===== src/rtl/shift_seq_pkg.sv =====
// Shared types for the multicycle shift sequencer: op encodings and FSM states.
// Latency: n/a (types and helpers only).
// Backpressure: n/a.
package shift_seq_pkg;

    // Shift operation encodings as carried on the op port
    typedef enum logic [1:0] {
        SH_SLL = 2'b00,
        SH_SRL = 2'b01,
        SH_SRA = 2'b10,
        SH_BAD = 2'b11
    } shift_op_t;

    // Sequencer control states
    typedef enum logic [1:0] {
        S_IDLE  = 2'b00,
        S_SHIFT = 2'b01,
        S_DONE  = 2'b10
    } seq_state_t;

    // An op that performs no shifting and completes immediately with an error flag
    function automatic logic is_bad_op(input shift_op_t o);
        return (o == SH_BAD);
    endfunction

endpackage


===== src/rtl/shift1_stage.sv =====
// Single-bit shift step for SLL/SRL/SRA; illegal op passes data through unchanged.
// Latency: combinational.
// Backpressure: none.
module shift1_stage
    import shift_seq_pkg::*;
#(
    parameter int WIDTH = 16
) (
    input  logic [WIDTH-1:0] data,
    input  shift_op_t        op,
    output logic [WIDTH-1:0] dout
);

    logic [WIDTH-1:0] sll_dat;

    shift_left #(
        .WIDTH (WIDTH),
        .SHIFT (1)
    ) u_sll (
        .din  (data),
        .dout (sll_dat)
    );

    // Select the one-bit step for the requested op; SRA replicates the current sign bit
    always_comb begin
        dout = data;
        case (op)
            SH_SLL:  dout = sll_dat;
            SH_SRL:  dout = {1'b0, data[WIDTH-1:1]};
            SH_SRA:  dout = {data[WIDTH-1], data[WIDTH-1:1]};
            default: dout = data;
        endcase
    end

endmodule


===== src/rtl/shift_left.sv =====
// Constant shift-left by SHIFT bit positions, zero fill; bits shifted out are lost.
// Latency: combinational.
// Backpressure: none.
module shift_left #(
    parameter int WIDTH = 16,
    parameter int SHIFT = 1
) (
    input  logic [WIDTH-1:0] din,
    output logic [WIDTH-1:0] dout
);

    assign dout = din << SHIFT;

endmodule


===== src/rtl/shift_sequencer.sv =====
// Multicycle SLL/SRL/SRA controller: one bit per cycle for shamt cycles, then result handshake.
// Latency: accept edge to result_valid = shamt+1 cycles (1 cycle for shamt=0 or illegal op).
// Backpressure: result held until result_ready; start_ready only in IDLE, so new work waits for the result handshake.
module shift_sequencer
    import shift_seq_pkg::*;
#(
    parameter  int WIDTH   = 16,
    localparam int SHAMT_W = $clog2(WIDTH)
) (
    input  logic               clk,
    input  logic               reset,
    input  logic               start_valid,
    output logic               start_ready,
    input  logic [1:0]         op,
    input  logic [SHAMT_W-1:0] shamt,
    input  logic [WIDTH-1:0]   din,
    output logic [WIDTH-1:0]   result,
    output logic               result_valid,
    input  logic               result_ready,
    output logic               op_err,
    output logic               busy
);

    seq_state_t         state;
    seq_state_t         state_nxt;
    logic [WIDTH-1:0]   data;
    logic [WIDTH-1:0]   step_dat;
    logic [SHAMT_W-1:0] count;
    shift_op_t          op_r;
    shift_op_t          op_in;
    logic               accept;
    logic               last_step;
    logic               res_hs;

    assign op_in     = shift_op_t'(op);
    assign accept    = start_valid && start_ready;
    assign last_step = (count == SHAMT_W'(1));
    assign res_hs    = result_valid && result_ready;

    shift1_stage #(
        .WIDTH (WIDTH)
    ) u_step (
        .data (data),
        .op   (op_r),
        .dout (step_dat)
    );

    // FSM state register
    always_ff @(posedge clk) begin
        if (reset) begin
            state <= S_IDLE;
        end else begin
            state <= state_nxt;
        end
    end

    // Next-state: zero shift or illegal op skips straight to DONE; DONE leaves only on the result handshake
    always_comb begin
        state_nxt = state;
        case (state)
            S_IDLE: begin
                if (accept) begin
                    if ((shamt == '0) || is_bad_op(op_in)) begin
                        state_nxt = S_DONE;
                    end else begin
                        state_nxt = S_SHIFT;
                    end
                end
            end
            S_SHIFT: begin
                if (last_step) begin
                    state_nxt = S_DONE;
                end
            end
            S_DONE: begin
                if (res_hs) begin
                    state_nxt = S_IDLE;
                end
            end
            default: state_nxt = S_IDLE;
        endcase
    end

    // Per-state outputs: request side is open only while idle
    always_comb begin
        start_ready = 1'b0;
        busy        = 1'b0;
        case (state)
            S_IDLE:  start_ready = 1'b1;
            S_SHIFT: busy        = 1'b1;
            S_DONE:  busy        = 1'b1;
            default: begin
                start_ready = 1'b0;
                busy        = 1'b0;
            end
        endcase
    end

    // Working registers: capture the request on accept, then take one shift step per SHIFT cycle
    always_ff @(posedge clk) begin
        if (reset) begin
            data  <= '0;
            count <= '0;
            op_r  <= SH_SLL;
        end else begin
            if (state == S_IDLE) begin
                if (accept) begin
                    data  <= din;
                    count <= shamt;
                    op_r  <= op_in;
                end
            end else if (state == S_SHIFT) begin
                data  <= step_dat;
                count <= count - 1'b1;
            end
        end
    end

    // Result registers: load once on the first DONE cycle, hold until consumed; result keeps its value afterwards
    always_ff @(posedge clk) begin
        if (reset) begin
            result       <= '0;
            result_valid <= 1'b0;
            op_err       <= 1'b0;
        end else if (state == S_DONE) begin
            if (!result_valid) begin
                result       <= data;
                result_valid <= 1'b1;
                op_err       <= is_bad_op(op_r);
            end else if (result_ready) begin
                result_valid <= 1'b0;
                op_err       <= 1'b0;
            end
        end
    end

endmodule

===== config.mk =====
export PLATFORM = sky130hd
export DESIGN_NAME = shift_sequencer
export DESIGN_NICKNAME = d
export VERILOG_FILES = /design/src/rtl/shift_seq_pkg.sv /design/src/rtl/shift1_stage.sv /design/src/rtl/shift_left.sv /design/src/rtl/shift_sequencer.sv
export SDC_FILE = /design/constraint.sdc
export NUM_CORES = 1
export LEC_CHECK = 0
export ABC_AREA = 0
export ABC_CLOCK_PERIOD_IN_PS = 6300
export BUFFER_PORTS_ARGS = -buffer_cell sky130_fd_sc_hd__buf_2
export CORE_ASPECT_RATIO = 1.5
export CORE_UTILIZATION = 50
export DETAILED_ROUTE_END_ITERATION = 16
export PLACE_DENSITY = 0.8
export REMOVE_ABC_BUFFERS = 1
export SLEW_MARGIN = 5
export SYNTH_ARGS = -nofsm -noshare
export SYNTH_HDL_FRONTEND = slang
export SYNTH_SLANG_ARGS = --single-unit

===== constraint.sdc =====
create_clock -name clk -period 6.3 [get_ports clk]
set_input_delay 0.945 -clock clk [delete_from_list [all_inputs] [get_ports clk]]
set_output_delay 0.945 -clock clk [all_outputs]
set_load 0.05 [all_outputs]

Word-level counts from Yosys, hierarchy flattened

Cells that the tools add are included.

Add/subtract/negate cells: 1
Reductions and logical operators: 17
Muxes and demuxes: 18
Equal/unequal tests: 12
Bitwise gates (word level): 1

Operator list:

| kind                | number |
|---|---|
| $mux 16             | 3 |
| $pmux 16 s3         | 1 |
| $mux 4              | 3 |
| $eq 2x2->1 const B  | 4 |
| $mux 2              | 4 |
| $ne 2x2->1 const B  | 4 |
| $reduce_and 2->1    | 4 |
| $mux 1              | 6 |
| $pmux 2 s3          | 1 |
| $reduce_and 3->1    | 2 |
| $eq 2x1->1 const B  | 2 |
| $eq 4x1->1 const B  | 1 |
| $logic_not 2->1     | 2 |
| $logic_not 4->1     | 1 |
| $reduce_and 4->1    | 1 |
| $reduce_bool 4->1   | 1 |
| $sub 4x1->4 const B | 1 |
| $reduce_bool 3->1   | 1 |
| $logic_and 1x1->1   | 2 |
| $ne 2x1->1 const B  | 1 |
| $reduce_bool 2->1   | 1 |
| $reduce_or 2->1     | 1 |
| $logic_or 1x1->1    | 1 |
| $not 1->1           | 1 |

Input port bits: 26
Output and inout port bits: 20
Word-level logic and storage cells: 57
Register bits: 42

Longest topological paths before layout

Word-level depth: 5
Gate-level depth with buffers: 9
Mapped depth without buffers: 5

Modules after synthesis

From an unflattened synthesis, not the netlist that was laid out.

Cells, all modules: 284
Area total of the unflattened synthesis: 2499.9 um^2

By module, submodules not included:

| module          | cells each | area each (um^2) | instances | sequential area each (um^2) |
|---|---|---|---|---|
| shift_sequencer | 214        | 1826.8           | 1         | 840.8 |
| shift1_stage    | 53         | 549.3            | 1         | 0.0 |
| shift_left      | 17         | 123.9            | 1         | 0.0 |

Worst setup path after synthesis

No wires, ideal clock.

Path type: register -> register
Start: reg state[0]
End: reg data[4]
Required time: 6.212 ns
Cell stages (with the launch flop): 10
Arrival time: 2.198 ns
Clock period less this slack: 2.286 ns
Buffers on the path: 4
Slack: 4.014 ns
Setup time: 0.088 ns
Path through: dfxtp_1 -> inv_1 -> ha_1 -> buf_6 -> or4_4 -> buf_6 -> and2_4 -> buf_6 -> buf_6 -> a311oi_2

Word-level cells in the longest chain between the ends: 5
Elaborated cells on any way between the ends: 9
Those cells by class: 2 x eq/ne; 2 x mux; 5 x reduce/logical

RTL lines:

| element                    | line                   | source |
|---|---|---|
| from (decl)                | shift_sequencer.sv:24  | `seq_state_t state;` |
| from (signal assigned)     | shift_sequencer.sv:53  | `state <= state_nxt;` |
| $logic_not 2->1            | shift_sequencer.sv:88  | `case (state)` |
| $mux 1                     | shift_sequencer.sv:88  |  |
| named net start_ready      | shift_sequencer.sv:13  | `output logic start_ready,` |
| $logic_and 1x1->1          | shift_sequencer.sv:36  | `assign accept = start_valid && start_ready;` |
| $ne 2x2->1 (no line)       | n/a                    |  |
| $reduce_and 3->1 (no line) | n/a                    |  |
| to (signal assigned)       | shift_sequencer.sv:108 | `data <= din;` |
| to (signal assigned)       | shift_sequencer.sv:113 | `data <= step_dat;` |
| to (decl)                  | shift_sequencer.sv:26  | `logic [WIDTH-1:0] data;` |

The timed path passes the listed nets, and every way through them passes these cells.
A chain may end at the register's enable or synchronous reset.

Final worst setup path

Start: reg op_r[1]
End: reg data[10]

Word-level cells in the longest chain between the ends: 4
Elaborated cells on any way between the ends: 8
Those cells by class: 2 x eq/ne; 3 x mux; 3 x reduce/logical

RTL lines:

| element                            | line                   | source |
|---|---|---|
| from (decl)                        | shift_sequencer.sv:29  | `shift_op_t op_r;` |
| from (signal assigned)             | shift_sequencer.sv:110 | `op_r <= op_in;` |
| $eq 2x2->1 (tied with other cells) | shift1_stage.sv:27     | `case (op)` |
| $pmux 16 s3                        | shift1_stage.sv:27     |  |
| $mux 16                            | shift_sequencer.sv:112 | `end else if (state == S_SHIFT) begin` |
| $mux 16                            | shift_sequencer.sv:106 | `if (state == S_IDLE) begin` |

Parallel ways exist; a longest one is shown, timed or not. The select of a mux whose other input is x is not followed.

==> metrics.cfg <==
[run_status]
status = completed

[die]
start_util_pct = 52.1
design.core.area_mm2 = 0.00425
die_y_um = 83.5
die_x_um = 56.3
die_area_mm2 = 0.00470
ios = 46
std_cell_rows = 29

[finish]
insertedDiodeCount = 0
nFillCells = 419
layout-drive-gt1-share_pct = 24.9
multi_input_area_mm2 = 0.00122
seqCellArea_um2 = 841
nets = 328
syn_to_final_growth_pct = 14.1

[setup_path]
rr_endpoint = data[10]
crit_path_end_kind = flop
cp.required_ns = 6.50
cp-start-kind = flop
max_stage_delay_ns = 0.84
reg2reg_from = op_r[1]
ff2ff_path_depth = 5
r2r_slack_ns = 3.74
crit_family = simple AND/OR/NAND/NOR gates
crit_fanout = 17
cp_cell_sequence = inv_1, ha_1, nor2b_1, nand3_1, a311oi_1
critical_path_class = reg -> reg
arrival_ns = 2.76
crit_buf_inv = 1
cp_slowest_cell = nor2b_1

[power]
p_total_mw = 1.22
ir_drop_uv = 546
leakage_nw = 0.953
power_density_mw_per_mm2 = 485

[global_routing]
gr-total-overflow = 0
grt_max_degree = 47
grt_pass1_wl_um = 8940
grt_pass1_vias = 2004
gr-usage-all-layers_pct = 23.6
grt_antenna_before_repair = 0

[logic_synthesis]
yosys_warnings = 0
syn-cell-area_mm2 = 0.00221
synth.avg_cell_area_um2 = 8.42
postSynthCellCount = 263
synth-xor-area-share_pct = 0
synth_cell_types = 40
synth_fa_ha_area_share_pct = 5.65
yosysSeqAreaShare_pct = 38.0
synth.mux.area_fraction_pct = 1.47
yosys.area_share.simple_pct = 21.8
synth_top_family_by_area = compound AO/OA/AOI/OAI gates
ys_ff_latch = 42
synth_compound_area_share_pct = 26.1

[clocking]
cts_buffers = 5
clock_path_buffers = 2
clock-sinks = 42
htreeDepth = 2
cts_tree = done
clk_pin_slew_ns = 0.08
clk_latency_ns = 0.30
post_cts_buffers = 0
cts_hold_buf = 0
root_buffer = clkbuf_8
ctsResizeCount = 0

[min_path]
hp-start = result[15]
hold_path_class = reg -> reg
min_path_cells = 2
hold_path_end = result[15]

[timing]
fin_tns_setup_ns = 0
fmax_mhz = 391
rsz0062_at_grt = false
finalSetupViolations = 0
drv_slew = 0
max_slew.worst_pin.slew_ns = 1.12
hold_viol_final = 0
period_minus_slack_ns = 2.56
slew_headroom_pct = 25.1
fin_crit_sh_pct = 40.6
clock_skew_ns = 0.00563

[placed_design]
port_buffers = 45
gp_congestion = 0.809
hpwl_um = 3430

[detailed_routing]
drt_wl_total_um = 5190
drc = 0
routedWlPerCell_um = 15.3
ant_nets = 0
first_iter_violations = 86
viasPerCell = 5.93
dr.pass1.iters = 4
via_count = 2009

[flow_run]
cap_viol_max_count = 0

## area by class of cell
cell class              count  area share (%)
clock buffers               6            3.27
flip-flops and latches     42            33.3
repair buffers             46            9.21
well taps                  46            2.28
inverters                   9            1.34
multi-input cells         188            48.2
clock inverters             2            2.38
## worst reg2reg max path, stage by stage (launching register included)
cell      delay, ns
dfxtp_1        0.41
inv_1          0.10
ha_1           0.61
nor2b_1        0.84
nand3_1        0.18
a311oi_1       0.32
## worst max-delay path by stage
stage / startpoint / end / slack [ns] / cells past startpoint
CTS: state[0] / start_ready / 3.75 / 4
global placement: op_r[0] / data[5] / 3.94 / 5
finish: op_r[1] / data[10] / 3.74 / 5
global route: op_r[1] / data[10] / 3.57 / 5
detailed placement: op_r[1] / data[10] / 3.83 / 5
floorplan: state[0] / data[10] / 3.69 / 5
## metal layers
metal / global-route usage (%) / up-vias / share of wire, %
met5: 0 / - / 0
met4: 11.1 / 0 / 2.6
met3: 4.81 / 14 / 4.8
met2: 44.2 / 66 / 53
met1: 24.4 / 934 / 39
li1: - / 995 / -
## cell usage in the layout, fill, tap and decap left out, types with 2 or more instances in the layout
master / instances
buf_2: 45
inv_1: 9
nor2b_1: 4
nor2_1: 3
nand2_1: 41
a311oi_2: 10
a311oi_1: 5
ha_1: 10
dfxtp_1: 42
bufinv_16: 2
nor3b_1: 15
mux2_2: 2
o21ai_0: 3
clkbuf_8: 6
a21oi_1: 52
nand3_1: 15
a31oi_1: 2
nand2b_1: 3
## report_power, final
group	leakage, nW	internal (mW)	total (mW)	switching [mW]
logic	0.538	0.191	0.563	0.372
registers	0.344	0.334	0.395	0.0608
clock network	0.0714	0.169	0.267	0.0977
## Yosys cell counts (all sizes together)
library cell   n  area, um2
a21oi         52        260
dfxtp         42        841
nand2         41        154
clkbuf        20       75.1
a311oi        15        194
nand3         15       75.1
nor3b         15        113
ha            10        125
inv            9       33.8
buf            4       45.0
nor2b          4       25.0
nand2b         3       18.8
nor2           3       11.3
o21ai          3       15.0
a31oi          2       12.5
and2           2       15.0
mux2           2       22.5
or4            2       18.8
a211o          1       8.76
a211oi         1       7.51
a21bo          1       10.0
a21boi         1       7.51
a221oi         1       8.76
a22oi          1       7.51
a32oi          1       8.76
mux2i          1       10.0
nand3b         1       7.51
nand4b         1       8.76
nor3           1       5.00
o2111ai        1       8.76
o221a          1       11.3
o311a          1       10.0
o31ai          1       7.51
or2            1       6.26
or3            1       6.26
or3b           1       8.76
or4b           1       10.0
## registers in the layout (all words and copies together), names as in the netlist
signal        count
count             4
result           16
result_valid      1
data             16
op_err            1
op_r              2
state             2
## through the flow
| step | hold slack [ns] | util, % | instance area [um2] | worst slack, ns | std cells |
|---|---|---|---|---|---|
| 3_5_place_dp | 0.444 | 56.1 | 2380 | 3.83 | 331 |
| 4_1_cts | 0.455 | 59.5 | 2530 | 3.75 | 339 |
| 6_report | 0.454 | 59.5 | 2530 | 3.74 | 339 |
| 3_3_place_gp | 0.439 | 56.1 | 2380 | 3.94 | 331 |
| 2_1_floorplan | 0.434 | - | 2090 | 3.69 | 239 |
| 5_1_grt | 0.482 | 59.5 | 2530 | 3.57 | 339 |
## cells by family after synthesis
kind of cell | Yosys count
mux | 3
buf+inv | 33
simple gates | 92
compound gates | 83
flops | 42
fa+ha+maj | 10
Note: power is estimated with default switching activity, not from simulation.
